===== src/rtl/board_pkg.sv =====
// Shared board geometry, token encoding and turn-sequencer state set for the
// 7x6 board storage and the logic that drives it.
package board_pkg;

   localparam int COLS     = 7;
   localparam int ROWS     = 6;
   localparam int COL_W    = 3;
   localparam int HEIGHT_W = 3;

   typedef enum logic [1:0] {
      EMPTY = 2'b00,
      P1    = 2'b01,
      P2    = 2'b10
   } token_t;

   typedef enum logic [2:0] {
      S_IDLE,
      S_CLEAR,
      S_WAIT_MOVE,
      S_COMMIT,
      S_SETTLE,
      S_DONE
   } state_t;

   function automatic token_t other_player(input token_t t);
      return (t == P1) ? P2 : P1;
   endfunction

endpackage


===== src/rtl/column_heights.sv =====
// Per-column fill counters for the board: saturating at ROWS, globally
// clearable, with a full vector and the lowest-index column still open.
module column_heights
   import board_pkg::*;
#(
   parameter int COLS = board_pkg::COLS,
   parameter int ROWS = board_pkg::ROWS
) (
   input  logic                     clk,
   input  logic                     rst,
   input  logic                     clr,
   input  logic                     inc,
   input  logic [COL_W-1:0]         inc_col,
   output logic [COLS-1:0]          full,
   output logic [COL_W-1:0]         lowest_free,
   output logic                     any_free
);

   logic [HEIGHT_W-1:0] height_q [COLS];
   logic [HEIGHT_W-1:0] height_d [COLS];

   always_comb begin
      for (int c = 0; c < COLS; c++) begin
         height_d[c] = height_q[c];
         if (clr) begin
            height_d[c] = '0;
         end else if (inc && (inc_col == COL_W'(c)) &&
                      (height_q[c] != HEIGHT_W'(ROWS))) begin
            height_d[c] = height_q[c] + HEIGHT_W'(1);
         end
      end
   end

   always_ff @(posedge clk) begin
      for (int c = 0; c < COLS; c++) begin
         if (rst) begin
            height_q[c] <= '0;
         end else begin
            height_q[c] <= height_d[c];
         end
      end
   end

   // Scan from the top index down so the lowest open column wins.
   always_comb begin
      full        = '0;
      lowest_free = '0;
      for (int c = COLS - 1; c >= 0; c--) begin
         full[c] = (height_q[c] == HEIGHT_W'(ROWS));
         if (!full[c]) begin
            lowest_free = COL_W'(c);
         end
      end
      any_free = ~&full;
   end

endmodule


===== src/rtl/move_controller.sv =====
// Turn sequencer for the board storage: validates column requests, issues
// single-cycle load commands, handles turn timeout, win and draw.
module move_controller
   import board_pkg::*;
#(
   parameter int COLS           = board_pkg::COLS,
   parameter int ROWS           = board_pkg::ROWS,
   parameter int TIMEOUT_CYCLES = 500_000_000
) (
   input  logic       clk,
   input  logic       rst,
   input  logic       start,
   input  logic       move_valid,
   input  logic [2:0] move_col,
   input  logic       win_in,
   output logic       move_ready,
   output logic       load,
   output logic [2:0] column,
   output logic [1:0] mux_out,
   output logic [1:0] turn,
   output logic       board_clr,
   output logic       illegal,
   output logic       auto_move,
   output logic [1:0] winner,
   output logic       draw,
   output logic       busy
);

   localparam logic [5:0]  CELLS        = 6'(COLS * ROWS);
   localparam logic [31:0] TIMEOUT_LAST = 32'(TIMEOUT_CYCLES - 1);

   state_t           state_q,   state_d;
   token_t           turn_q,    turn_d;
   token_t           winner_q,  winner_d;
   logic [COL_W-1:0] col_q,     col_d;
   logic             auto_q,    auto_d;
   logic             illegal_q, illegal_d;
   logic             draw_q,    draw_d;
   logic [31:0]      timer_q,   timer_d;
   logic [5:0]       count_q,   count_d;

   logic [COLS-1:0]  full;
   logic [COL_W-1:0] lowest_free;
   logic             any_free;
   logic [7:0]       full_pad;
   logic             req_legal;

   column_heights #(
      .COLS (COLS),
      .ROWS (ROWS)
   ) u_heights (
      .clk         (clk),
      .rst         (rst),
      .clr         (state_q == S_CLEAR),
      .inc         (state_q == S_COMMIT),
      .inc_col     (col_q),
      .full        (full),
      .lowest_free (lowest_free),
      .any_free    (any_free)
   );

   // Columns past COLS read as full, which folds the range check into one lookup.
   always_comb begin
      full_pad             = '1;
      full_pad[COLS-1:0]   = full;
      req_legal            = move_valid && !full_pad[move_col];
   end

   always_comb begin
      state_d   = state_q;
      turn_d    = turn_q;
      winner_d  = winner_q;
      col_d     = col_q;
      auto_d    = 1'b0;
      illegal_d = 1'b0;
      draw_d    = draw_q;
      timer_d   = timer_q;
      count_d   = count_q;

      case (state_q)
         S_IDLE, S_DONE: begin
            if (start) begin
               state_d = S_CLEAR;
            end
         end
         S_CLEAR: begin
            winner_d = EMPTY;
            draw_d   = 1'b0;
            timer_d  = '0;
            count_d  = '0;
            turn_d   = P1;
            state_d  = S_WAIT_MOVE;
         end
         S_WAIT_MOVE: begin
            if (req_legal) begin
               col_d   = move_col;
               timer_d = '0;
               state_d = S_COMMIT;
            end else if ((timer_q == TIMEOUT_LAST) && any_free) begin
               col_d     = lowest_free;
               timer_d   = '0;
               auto_d    = 1'b1;
               illegal_d = move_valid;
               state_d   = S_COMMIT;
            end else if (move_valid) begin
               illegal_d = 1'b1;
            end else begin
               timer_d = timer_q + 32'd1;
            end
         end
         S_COMMIT: begin
            count_d = count_q + 6'd1;
            state_d = S_SETTLE;
         end
         S_SETTLE: begin
            if (win_in) begin
               winner_d = turn_q;
               turn_d   = EMPTY;
               state_d  = S_DONE;
            end else if (count_q == CELLS) begin
               draw_d  = 1'b1;
               turn_d  = EMPTY;
               state_d = S_DONE;
            end else begin
               turn_d  = other_player(turn_q);
               state_d = S_WAIT_MOVE;
            end
         end
         default: begin
            state_d = S_IDLE;
         end
      endcase
   end

   always_ff @(posedge clk) begin
      if (rst) begin
         state_q   <= S_IDLE;
         turn_q    <= EMPTY;
         winner_q  <= EMPTY;
         col_q     <= '0;
         auto_q    <= 1'b0;
         illegal_q <= 1'b0;
         draw_q    <= 1'b0;
         timer_q   <= '0;
         count_q   <= '0;
      end else begin
         state_q   <= state_d;
         turn_q    <= turn_d;
         winner_q  <= winner_d;
         col_q     <= col_d;
         auto_q    <= auto_d;
         illegal_q <= illegal_d;
         draw_q    <= draw_d;
         timer_q   <= timer_d;
         count_q   <= count_d;
      end
   end

   // auto_q is only ever set on entry to COMMIT, so it lines up with load.
   always_comb begin
      move_ready = (state_q == S_WAIT_MOVE);
      load       = (state_q == S_COMMIT);
      column     = load ? col_q : 3'd0;
      mux_out    = load ? turn_q : EMPTY;
      turn       = turn_q;
      board_clr  = (state_q == S_CLEAR);
      illegal    = illegal_q;
      auto_move  = auto_q;
      winner     = winner_q;
      draw       = draw_q;
      busy       = (state_q != S_IDLE) && (state_q != S_DONE);
   end

endmodule


===== config.mk =====
export PLATFORM = sky130hd
export DESIGN_NAME = move_controller
export DESIGN_NICKNAME = d
export VERILOG_FILES = /design/src/rtl/board_pkg.sv /design/src/rtl/column_heights.sv /design/src/rtl/move_controller.sv
export SDC_FILE = /design/constraint.sdc
export NUM_CORES = 1
export LEC_CHECK = 0
export ABC_AREA = 1
export CAP_MARGIN = 20
export CELL_PAD_IN_SITES_DETAIL_PLACEMENT = 1
export CELL_PAD_IN_SITES_GLOBAL_PLACEMENT = 1
export CORE_ASPECT_RATIO = 0.7
export CORE_MARGIN = 3
export CORE_UTILIZATION = 37
export CTS_CLUSTER_DIAMETER = 150
export DETAILED_ROUTE_END_ITERATION = 12
export DONT_BUFFER_PORTS = 1
export HOLD_SLACK_MARGIN = 0.08
export PLACE_DENSITY_LB_ADDON = 0.3
export SLEW_MARGIN = 20
export SYNTH_ARGS = -nofsm -noshare
export SYNTH_HDL_FRONTEND = slang
export SYNTH_SLANG_ARGS = --single-unit

===== constraint.sdc =====
create_clock -name clk -period 3.15 [get_ports clk]
set_input_delay 0.63 -clock clk [delete_from_list [all_inputs] [get_ports clk]]
set_output_delay 0.63 -clock clk [all_outputs]
set_load 0.02 [all_outputs]

==> impl_summary.txt, run 1 <==
----------------------------------------------------
[Clock network]
  # Post-CTS Setup Buffers ... 0
  Total clock buffers created by CTS ... 9
  Number of buffers on the longest clock path ... 2
  CTS root buf ... sky130_fd_sc_hd__clkbuf_16
  Quantity of hold-fixing buffers added after cts ... 0
  Register clock-pin slew on the reported worst setup and hold paths ... 0.07 ns
  Count of instances resized after the clock tree is built ... 0
  Clock tree sinks ... 72
  Clock network latency to the later pin of the worst-skew pair ... 0.35 ns
  H-Tree Depth ... 3
  TritonCTS clock tree ... done

[Status]
  Outcome ... finished, final reports clean

[Timing]
  Final number of setup-violating endpoints ... 0
  Worst hold-check slack ... between 0.3 and 0.4 ns
  Ratio of final minimum period to clock period ... between 80% and 90%
  Unrepaired setup endpoints after global routing ... false
  Hold Violations, Final ... 0
  Max Clock Freq ... 384 MHz
  Setup total negative slack ... 0 ns
  Shortest period the worst path allows ... between 2 and 3 ns
  Clock Skews ... 0.00728 ns
  Slew Limit Fails ... 0
  Slew at the pin closest to its max-slew limit ... 0.561 ns
  Relative slew margins ... 62.5%

[Critical path]
  Required time at the worst-slack endpoint ... around 3.4 ns
  Worst-path maximum fanout ... 36
  Type of element capturing the critical path ... flop
  List of cells traversed by the critical path ... inv_1 > ha_1 > nand2_1 > a21oi_1 > nand2_1 > nand3_1 > nand3_2 > nand2_4 > inv_6 > nand2_1 > nand2_1 > nor2_1
  Cell family with the largest share of critical-path delay ... simple AND/OR/NAND/NOR gates
  Crit-path slowest cell ... sky130_fd_sc_hd__nand3_2
  Critical path depth ... 12
  Cell occurring most often along the worst timing path ... sky130_fd_sc_hd__nand2_1
  Launch instance of the worst register-to-register path ... u_heights.height_q[6][0]
  Category of the worst setup path launch point ... flop
  Slack of the worst reg-to-reg path ... 0.55 ns
  RR Endpoint ... timer_q[19]
  Data arrival time of the worst path ... approximately 2.9 ns
  CP Buf/Inv Count ... 2
  Worst stage delay on the critical path ... 0.38 ns
  Kind of critical path ... flop to flop
  CP Launch Point ... u_heights.height_q[6][0]
  Worst Setup EP ... timer_q[19]
  R2R cell count ... 12

[Drt]
  Detail-routed via count per cell ... 5.29
  Remaining antenna violation count ... 0
  DRC errors left ... 0
  Total met2 wirelength after detailed routing ... 6.28 mm
  Average routed wire per standard cell ... approximately 16 µm
  Vias after detailed routing ... 4860
  Number of iterations in the first detailed-routing pass ... 4
  Met1 wire length ... about 7.6 mm
  Highest Signal Layer ... met4
  Total wirelength of the detailed-routed design ... around 15 mm
  Met3 Routed Length ... about 870 µm
  Iter 0 DRT Violations ... 419

[Logic synthesis]
  Cell area after synthesis ... 0.00469 mm²
  Number of synthesized flops with an enable pin ... 0
  Synth warn ... 0
  Share of flip-flops with an asynchronous set or reset ... 0%
  Synth Flop Type ... sky130_fd_sc_hd__dfxtp_1
  Sequential fraction of the synthesis area ... 30.8%
  Mapped Cells ... between 700 and 800
  Net count after synthesis ... 785
  Netlist cell types ... 43
  Flip-flop and latch count after synthesis ... 72
  Synthesized area per cell ... 6.17 µm²

[GRT]
  Pin count of the biggest net entering global routing ... 41
  Overflow left after global routing ... 0
  All-layer global routing usage ... 21.6%
  Via count of the first global-routing pass ... roughly 4800
  Number of antenna violations at the first check in global routing ... 0
  Global-route wire length before repair ... 24.6 mm

[Power and ir drop]
  Share of power burned in the clock network ... about a third
  Net load switching power ... around 1500 µW
  Switching part of the total ... a little over two fifths
  Pwr per Cell Area ... 681 mW/mm²
  Leak Pwr ... roughly 0.0021 µW
  Worst vdd ir ... 0.273 mV
  Share of power burned in registers ... a little over a third
  Logic pwr share ... between 30% and 40%
  Design internal power ... 2010 µW

[Placed design]
  Final HPWL DP ... between 10 and 15 mm
  Routability congestion estimate from global placement ... 0.920
  Number of input and output port buffers inserted ... 0

[Floorplanning]
  Core outline area ... 0.0120 mm²
  Die span in y ... 100 µm
  Die Wd ... 141 µm
  Number of core rows ... 33
  Top Ports ... 24
  Total die area ... about 0.014 mm²
  Starting density of the core ... 39.0%

[Finish]
  Share of the core filled with cells ... 42.5%
  Count of inserted antenna diode cells ... 0
  Final-stage net count ... 782
  Signed area change from the synthesized netlist to the final layout ... 9.05%
  Fraction of final layout cells with drive strength greater than 1 ... 7.09%

[Flow run]
  Number of max-cap violations ... 0

[Min path]
  Path type of the worst min-delay path ... primary input to flop

----------------------------------------------------
## placed cells by master (no fill, tap or decap), types with 2 or more instances in the layout
cell | netlist | routed
sky130_fd_sc_hd__nor2_1 | 113 | 113
sky130_fd_sc_hd__a21oi_2 | 4 | 4
sky130_fd_sc_hd__inv_2 | 6 | 6
sky130_fd_sc_hd__nor4_1 | 2 | 2
sky130_fd_sc_hd__o21ai_0 | 32 | 32
sky130_fd_sc_hd__inv_6 | 1 | 2
sky130_fd_sc_hd__a31oi_1 | 2 | 2
sky130_fd_sc_hd__nand3b_1 | 3 | 3
sky130_fd_sc_hd__or2_2 | 2 | 2
sky130_fd_sc_hd__nor2_2 | 3 | 3
sky130_fd_sc_hd__nand3_2 | 2 | 2
sky130_fd_sc_hd__nor3_1 | 20 | 19
sky130_fd_sc_hd__xor2_1 | 5 | 5
sky130_fd_sc_hd__a211oi_1 | 3 | 3
sky130_fd_sc_hd__clkinv_1 | 2 | 2
sky130_fd_sc_hd__dfxtp_1 | 72 | 72
sky130_fd_sc_hd__a21oi_1 | 36 | 36
sky130_fd_sc_hd__nand4_1 | 15 | 15
sky130_fd_sc_hd__buf_4 | 2 | 4
sky130_fd_sc_hd__nand2_1 | 211 | 211
sky130_fd_sc_hd__clkinv_4 | 0 | 2
sky130_fd_sc_hd__nor2_4 | 4 | 4
sky130_fd_sc_hd__nand2_4 | 2 | 2
sky130_fd_sc_hd__ha_1 | 17 | 17
sky130_fd_sc_hd__nand3_1 | 60 | 60
sky130_fd_sc_hd__nand2_2 | 7 | 7
sky130_fd_sc_hd__clkbuf_16 | 0 | 9
sky130_fd_sc_hd__and3_1 | 4 | 4
sky130_fd_sc_hd__inv_1 | 102 | 102
## cells in the mapped netlist (3+ instances only)
library cell / n / area (µm²)
sky130_fd_sc_hd__a211oi_1: 3 / 22.5
sky130_fd_sc_hd__a21oi_1: 36 / 180
sky130_fd_sc_hd__a21oi_2: 4 / 35.0
sky130_fd_sc_hd__and3_1: 4 / 25.0
sky130_fd_sc_hd__buf_2: 6 / 30.0
sky130_fd_sc_hd__buf_6: 3 / 33.8
sky130_fd_sc_hd__clkbuf_1: 6 / 22.5
sky130_fd_sc_hd__dfxtp_1: 72 / 1440
sky130_fd_sc_hd__ha_1: 17 / 213
sky130_fd_sc_hd__inv_1: 102 / 383
sky130_fd_sc_hd__inv_2: 6 / 22.5
sky130_fd_sc_hd__nand2_1: 211 / 792
sky130_fd_sc_hd__nand2_2: 7 / 43.8
sky130_fd_sc_hd__nand3_1: 60 / 300
sky130_fd_sc_hd__nand3b_1: 3 / 22.5
sky130_fd_sc_hd__nand4_1: 15 / 93.8
sky130_fd_sc_hd__nor2_1: 113 / 424
sky130_fd_sc_hd__nor2_2: 3 / 18.8
sky130_fd_sc_hd__nor2_4: 4 / 45.0
sky130_fd_sc_hd__nor3_1: 20 / 100
sky130_fd_sc_hd__o21ai_0: 32 / 160
sky130_fd_sc_hd__xor2_1: 5 / 43.8
## area by class of cell
cell class | count | area [µm²]
Clock buffer | 10 | 239
Clock inverter | 6 | 75.1
Fill cell | 1613 | 6900
Inverter | 111 | 422
Multi-Input combinational cell | 559 | 2710
Sequential cell | 72 | 1440
Tap cell | 157 | 196
Timing Repair Buffer | 4 | 30.0
## power groups by stage
stage,clock network (µW),logic (µW),registers [µW]
after floorplan,0,990,1200
after global placement,0,1090,1240
after detailed placement,0,1140,1250
after CTS,1120,1150,1240
after global routing,1170,1320,1260
final,1090,1150,1240
## registers in the layout (all words and copies together), names as in the netlist
register and flops:
timer_q 32, u_heights.height_q 21, count_q 6, col_q 3, state_q 3, turn 2
winner 2, auto_move 1, draw 1, illegal 1
## logic make-up (layout without fill, tap and decap cells)
family,after synthesis,after routing,synth area share (%)
xor gates and xnor gates,6,6,1.12
buffers and inverters,129,131,11.6
adders and majority gates,17,17,4.54
AOI/OAI and AO/OA,85,85,10.1
DFF,72,72,30.8
and+or+nand+nor,451,451,41.9
## layer usage
metal	vias up	GRT usage, %
met4	0	4.91
met3	13	4.67
met2	116	32.2
met1	2328	31.9
met5	-	0
li1	2403	-
## stage by stage
step	std cells	total power (µW)	setup WS (ns)	cell area, µm²
global route	919	3750	0.317	5110
global placement	903	2340	0.684	4800
detailed placement	903	2400	0.644	4800
CTS	919	3510	0.597	5110
floorplan	760	2190	1.26	4690
finish	919	3480	0.547	5110
## worst min path at each step
stage / start / endpoint / cells past startpoint
after CTS: rst / timer_q[12] / 1
after detailed placement: u_heights.height_q[1][2] / u_heights.height_q[1][2] / 2
after global placement: u_heights.height_q[1][2] / u_heights.height_q[1][2] / 2
after floorplan: u_heights.height_q[1][2] / u_heights.height_q[1][2] / 2
after global routing: rst / timer_q[15] / 1
final: rst / turn[1] / 1
(Power assumes the default switching activity.)
==> run 2: changes to the inputs <==
==> constraint.sdc (replaced) <==
create_clock -name clk -period 2.5 [get_ports clk]
set_input_delay 0.5 -clock clk [delete_from_list [all_inputs] [get_ports clk]]
set_output_delay 0.5 -clock clk [all_outputs]
set_load 0.02 [all_outputs]
==> run 2 against run 1 <==
  * Clock-buffer cell count unchanged
  * Setup slack worse by 0.36 ns
  * Utilization up 0.27 points
  * Sequential power up 26%
  * Highest routed layer unchanged
==> impl_summary.txt, run 2 (same netlist as run 1, synthesis figures left out) <==
----------------------------------------------------
[Floorplanning]
  Top Ports ... 24
  Core outline area ... 0.0120 mm²
  Starting density of the core ... 39.0%
  Number of core rows ... 33
  Die span in y ... 100 µm
  Total die area ... 0.0141 mm²
  Die Wd ... about 140 µm

[Timing]
  Shortest period the worst path allows ... 2.32 ns
  Clock Skews ... 0.00971 ns
  Relative slew margins ... 64.5%
  Max Clock Freq ... 432 MHz
  Ratio of final minimum period to clock period ... between 90% and 100%
  Setup total negative slack ... 0 ns
  Slew Limit Fails ... 0
  Hold Violations, Final ... 0
  Final number of setup-violating endpoints ... 0
  Slew at the pin closest to its max-slew limit ... 0.531 ns
  Unrepaired setup endpoints after global routing ... false
  Worst hold-check slack ... roughly 0.22 ns

[Critical path]
  Type of element capturing the critical path ... flop
  Category of the worst setup path launch point ... flop
  List of cells traversed by the critical path ... ha_1 > inv_2 > nor2_4 > nand2_4 > nor2_4 > nand3_2 > nand3_2 > nand2_4 > inv_6 > nand2_1 > nand2_1 > nor2_1
  Worst stage delay on the critical path ... roughly 0.38 ns
  Required time at the worst-slack endpoint ... 2.73 ns
  Kind of critical path ... flop to flop
  Launch instance of the worst register-to-register path ... timer_q[0]
  Worst-path maximum fanout ... 36
  Slack of the worst reg-to-reg path ... 0.18 ns
  CP Buf/Inv Count ... 2
  R2R cell count ... 12
  Cell family with the largest share of critical-path delay ... simple AND/OR/NAND/NOR gates
  Data arrival time of the worst path ... roughly 2.6 ns
  Crit-path slowest cell ... sky130_fd_sc_hd__dfxtp_1
  RR Endpoint ... timer_q[13]

[Placed design]
  Final HPWL DP ... between 10 and 15 mm
  Routability congestion estimate from global placement ... 0.909
  Instance area after placement ... 0.00484 mm²
  Number of input and output port buffers inserted ... 0

[Drt]
  Iter 0 DRT Violations ... 221
  Detail-routed via count per cell ... around 5.2
  Total wirelength of the detailed-routed design ... 14.5 mm
  Number of iterations in the first detailed-routing pass ... 4
  Remaining antenna violation count ... 0
  Vias after detailed routing ... 4837
  DRC errors left ... 0
  Average routed wire per standard cell ... between 15 and 20 µm

[Finish]
  Most common cell after layout, fill and taps aside ... sky130_fd_sc_hd__nand2_1
  Signed area change from the synthesized netlist to the final layout ... 9.74%
  Final instance area ... 0.00514 mm²
  Largest register by flop count ... timer_q
  Fraction of final layout cells with drive strength greater than 1 ... 7.68%
  Most used cells in the layout excluding fill and tap cells ... sky130_fd_sc_hd__nand2_1, sky130_fd_sc_hd__nor2_1, sky130_fd_sc_hd__inv_1
  Fillcell total ... 1622
  Count of inserted antenna diode cells ... 0
  Final-stage net count ... 788
  Largest registers ... timer_q x32, u_heights.height_q x21, count_q x6
  Number of flip-flops in the largest register ... 32

[GRT]
  Global-route wire length before repair ... 24.3 mm
  Pin count of the biggest net entering global routing ... 41
  All-layer global routing usage ... 21.2%
  Via count of the first global-routing pass ... 4829
  Overflow left after global routing ... 0
  Number of antenna violations at the first check in global routing ... 0

[Power and ir drop]
  Share of power burned in the clock network ... 30.4%
  Leak Pwr ... between 0.002 and 0.0025 µW
  Logic pwr share ... 34.0%
  Pwr per Cell Area ... 850 mW/mm²
  Switching part of the total ... 42.4%
  Share of power burned in registers ... 35.6%
  Net load switching power ... between 1500 and 2000 µW
  Design internal power ... 2520 µW
  Worst vdd ir ... 0.463 mV

[Clock network]
  TritonCTS clock tree ... done
  H-Tree Depth ... 3
  Register clock-pin slew on the reported worst setup and hold paths ... 0.06 ns
  Clock tree sinks ... 72
  Clock network latency to the later pin of the worst-skew pair ... 0.34 ns
  CTS root buf ... sky130_fd_sc_hd__clkbuf_16
  Number of buffers on the longest clock path ... 2
  Total clock buffers created by CTS ... 9
  Quantity of hold-fixing buffers added after cts ... 0
  # Post-CTS Setup Buffers ... 0

[Min path]
  Hold-critical path depth ... 1
  WHS Endpoint ... timer_q[9]
  Min-Delay Startpoint ... rst
  Path type of the worst min-delay path ... primary input to flop

[Flow run]
  Number of max-cap violations ... 0

[Status]
  Outcome ... finished, final reports clean

----------------------------------------------------
## run 2: changes by cell type in the layout (fill, tap and decap cells not counted), sizes merged
cell / previous run / this run
inv: 111 / 110
clkinvlp: 1 / 2
buf: 4 / 10
## run 2: routing by layer
layer / GRT usage (%) / up-vias / routed length [µm]
met5: 0 / - / 0
met4: 5.73 / 0 / 169
met3: 4.33 / 13 / 798
met2: 32.1 / 87 / 6120
met1: 30.7 / 2316 / 7450
li1: - / 2421 / -
## run 2: power by group through the flow
| stage | clock [µW] | combinational (µW) | sequential [µW] |
|---|---|---|---|
| global route | 1410 | 1700 | 1590 |
| floorplan | 0 | 1250 | 1510 |
| finish | 1330 | 1490 | 1560 |
| global placement | 0 | 1410 | 1570 |
| detailed placement | 0 | 1480 | 1580 |
| CTS | 1360 | 1490 | 1550 |
## run 2: through the flow
stage	power, µW	worst slack [ns]	instances	util, %
finish	4370	0.185	925	42.8
global route	4700	0.0138	925	42.8
CTS	4400	0.0598	925	42.8
detailed placement	3060	0.0947	909	40.3
global placement	2980	0.189	909	40.3
floorplan	2760	0.742	760	-
## run 2: how the worst max path moves through the flow
stage,startpoint,end,slack (ns),cells after the start
final,timer_q[0],timer_q[13],0.18,12
after global routing,u_heights.height_q[4][0],timer_q[8],0.01,15
after detailed placement,u_heights.height_q[2][0],timer_q[19],0.09,14
after floorplan,state_q[0],column[0],0.74,4
after CTS,u_heights.height_q[2][0],timer_q[19],0.06,14
after global placement,u_heights.height_q[1][0],timer_q[28],0.19,12
## run 2: timing repair
| item | 4_1_cts | 5_1_grt |
|---|---|---|
| hold endpoints to repair | 0 | 0 |
| resized for setup | 0 | 1 |
| endpoints found under the setup margin | 0 | 20 |
## run 2: cell type report
type	instances	area, µm²	area share, %
Clock buffer	10	229	4.45
Clock inverter	6	67.6	1.31
Inverter	111	422	8.20
Multi-Input combinational cell	559	2710	52.7
Sequential cell	72	1440	28.0
Tap cell	157	196	3.82
Timing Repair Buffer	10	75.1	1.46
## run 2: worst reg2reg max path: cells and delay by family (launching register included)
kind	cells	cell delay, ns
buf+inv	2	0.38
simple gates	9	1.18
flops	1	0.38
fa+ha+maj	1	0.28
==> run 3: changes to the inputs <==
--- a/config.mk
+++ b/config.mk
@@ -9,7 +9,6 @@
 export CAP_MARGIN = 20
 export CELL_PAD_IN_SITES_DETAIL_PLACEMENT = 1
 export CELL_PAD_IN_SITES_GLOBAL_PLACEMENT = 1
-export CORE_ASPECT_RATIO = 0.7
 export CORE_MARGIN = 3
 export CORE_UTILIZATION = 37
 export CTS_CLUSTER_DIAMETER = 150
==> run 3 against run 2 <==
  * Routed wire length down 2.3%
  * Combinational power about the same
  * Power up 2.3%
  * Maximum frequency up 3.8%
  * Hold slack worse by 0.0066 ns
  * Critical path depth down 7
  * Setup slack better by 0.086 ns
  * Via count down 2.0%
  * Sequential power about the same
  * Critical endpoint is now mux_out[1]
  * Largest power group unchanged
  * Highest routed layer unchanged
==> impl_summary.txt, run 3 (same netlist as run 1, synthesis figures left out) <==
----------------------------------------------------
[Status]
  Outcome ... finished, final reports clean

[Power and ir drop]
  Pwr per Cell Area ... 863 mW/mm²
  Worst vdd ir ... 0.534 mV
  Net load switching power ... ~1800 µW
  Share of power burned in registers ... a little over a third
  Logic pwr share ... 33.5%
  Leak Pwr ... roughly 0.0021 µW
  Switching part of the total ... roughly two fifths
  Design internal power ... 2650 µW
  Share of power burned in the clock network ... 31.8%

[Floorplanning]
  Die Wd ... 119 µm
  Total die area ... 0.0141 mm²
  Die span in y ... 119 µm
  Core outline area ... roughly 0.012 mm²
  Top Ports ... 24
  Starting density of the core ... 38.4%
  Number of core rows ... 40

[Critical path]
  Cell family with the largest share of critical-path delay ... simple AND/OR/NAND/NOR gates
  Slack of the worst reg-to-reg path ... 0.36 ns
  CP Buf/Inv Count ... 3
  CP Launch Point ... state_q[0]
  Type of element capturing the critical path ... output port
  Cell occurring most often along the worst timing path ... sky130_fd_sc_hd__inv_2
  RR Endpoint ... timer_q[4]
  List of cells traversed by the critical path ... inv_2 > nor3_4 > buf_4 > inv_2 > nor2_1
  Critical path depth ... 5
  Kind of critical path ... flop to output port
  Worst stage delay on the critical path ... 0.43 ns
  Required time at the worst-slack endpoint ... ~2.0 ns
  Crit-path slowest cell ... sky130_fd_sc_hd__dfxtp_1
  Category of the worst setup path launch point ... flop
  R2R cell count ... 12
  Worst Setup EP ... mux_out[1]
  Worst-path maximum fanout ... 10
  Launch instance of the worst register-to-register path ... timer_q[1]
  Data arrival time of the worst path ... 1.73 ns

[Clock network]
  Register clock-pin slew on the reported worst setup and hold paths ... 0.06 ns
  # Post-CTS Setup Buffers ... 0
  Quantity of hold-fixing buffers added after cts ... 0
  Clock network latency to the later pin of the worst-skew pair ... around 0.35 ns
  Clock tree sinks ... 72
  TritonCTS clock tree ... done
  Number of buffers on the longest clock path ... 2
  H-Tree Depth ... 3
  CTS root buf ... sky130_fd_sc_hd__clkbuf_16
  Total clock buffers created by CTS ... 9
  Count of instances resized after the clock tree is built ... 0

[Drt]
  Detail-routed via count per cell ... 5.07
  Vias after detailed routing ... 4742
  Iter 0 DRT Violations ... 216
  Average routed wire per standard cell ... 15.2 µm
  DRC errors left ... 0
  Number of iterations in the first detailed-routing pass ... 4
  Total wirelength of the detailed-routed design ... 14.2 mm
  Remaining antenna violation count ... 0

[Timing]
  Shortest period the worst path allows ... 2.23 ns
  Setup total negative slack ... 0 ns
  Hold Violations, Final ... 0
  Max Clock Freq ... 449 MHz
  Unrepaired setup endpoints after global routing ... false
  Slew Limit Fails ... 0
  Setup WS post-layout ... 0.270 ns
  Slew at the pin closest to its max-slew limit ... about 0.46 ns
  Ratio of final minimum period to clock period ... 89.2%
  Clock Skews ... 0.00655 ns
  Relative slew margins ... 69.2%
  Final number of setup-violating endpoints ... 0

[GRT]
  Pin count of the biggest net entering global routing ... 41
  Global-route wire length before repair ... approximately 24 mm
  Number of antenna violations at the first check in global routing ... 0
  All-layer global routing usage ... a little over a fifth
  Via count of the first global-routing pass ... 5062
  Overflow left after global routing ... 0

[Finish]
  Most used cells in the layout excluding fill and tap cells ... sky130_fd_sc_hd__nand2_1, sky130_fd_sc_hd__nor2_1, sky130_fd_sc_hd__inv_1
  Fraction of final layout cells with drive strength greater than 1 ... 7.68%
  Area taken by flip-flops and latches ... 0.00144 mm²
  Signed area change from the synthesized netlist to the final layout ... 10.5%
  Final cell count without fillers ... 936
  Final-stage net count ... 788
  Number of flip-flops in the largest register ... 32
  Fillcell total ... 1694
  Largest register by flop count ... timer_q
  Most common cell after layout, fill and taps aside ... sky130_fd_sc_hd__nand2_1
  Count of inserted antenna diode cells ... 0
  Share of the core filled with cells ... 42.4%
  Area occupied by multi-input gates ... 0.00271 mm²
  Largest registers ... timer_q x32, u_heights.height_q x21, count_q x6

[Placed design]
  Cell total after placement ... between 900 and 1000
  Worst slack at placement ... 0.347 ns
  Number of input and output port buffers inserted ... 0
  Final HPWL DP ... between 10 and 15 mm
  Routability congestion estimate from global placement ... between 0.9 and 1

[Flow run]
  Number of max-cap violations ... 0

[Min path]
  Path type of the worst min-delay path ... primary input to flop

----------------------------------------------------
## run 3: changes by cell type in the layout (fill, tap and decap cells not counted), sizes merged
| cell | previous run | this run |
|---|---|---|
| bufinv | 1 | 2 |
| clkbuf | 10 | 11 |
| clkinv | 4 | 3 |
| inv | 110 | 109 |
## run 3: power groups by stage
stage | registers, µW | clock network (µW) | logic [µW]
final | 1550 | 1420 | 1500
after global routing | 1580 | 1500 | 1740
after CTS | 1550 | 1450 | 1510
after detailed placement | 1570 | 0 | 1490
after global placement | 1570 | 0 | 1430
after floorplan | 1510 | 0 | 1250
## run 3: routing by layer
metal | vias to the layer above | part of all wire (%) | track usage [%] | wire length, µm
met5 | - | 0 | 0 | 0
met4 | 0 | 1.4 | 7.02 | 199
met3 | 12 | 3.4 | 3.59 | 481
met2 | 48 | 50 | 37.9 | 7160
met1 | 2258 | 45 | 25.7 | 6360
li1 | 2424 | - | - | -
## run 3: cell type report
class | instances | area share [%]
multi-input combinational | 559 | 52.3
sequential | 72 | 27.8
inverter | 111 | 8.14
clock buffer | 11 | 4.69
tap | 168 | 4.06
clock inverter | 5 | 1.55
timing repair buffer | 10 | 1.45
## run 3: how the worst min path moves through the flow
stage                        startpoint                       end  slack, ns  depth (start not counted)
2_1_floorplan  u_heights.height_q[1][2]  u_heights.height_q[1][2]       0.45                          2
3_3_place_gp   u_heights.height_q[1][2]  u_heights.height_q[1][2]       0.47                          2
3_5_place_dp   u_heights.height_q[2][2]  u_heights.height_q[2][2]       0.48                          2
4_1_cts                             rst               timer_q[12]       0.20                          1
5_1_grt                             rst               timer_q[11]       0.20                          1
6_report                            rst                  col_q[0]       0.21                          1
## run 3: worst register-to-register path: cells and delay by family, from the launching register on
family                   cells  cell delay (ns)
adder cells (fa/ha/maj)      1             0.24
buffers and inverters        2             0.36
flip-flops                   1             0.36
AND/OR/NAND/NOR              9             1.07
## run 3: metrics by stage
| stage | hold WS [ns] | total power, µW | instance area [µm²] |
|---|---|---|---|
| 6_report | 0.210 | 4470 | 5180 |
| 5_1_grt | 0.203 | 4820 | 5180 |
| 4_1_cts | 0.200 | 4510 | 5180 |
| 3_5_place_dp | 0.483 | 3070 | 4860 |
| 3_3_place_gp | 0.470 | 2990 | 4860 |
| 2_1_floorplan | 0.448 | 2760 | 4690 |
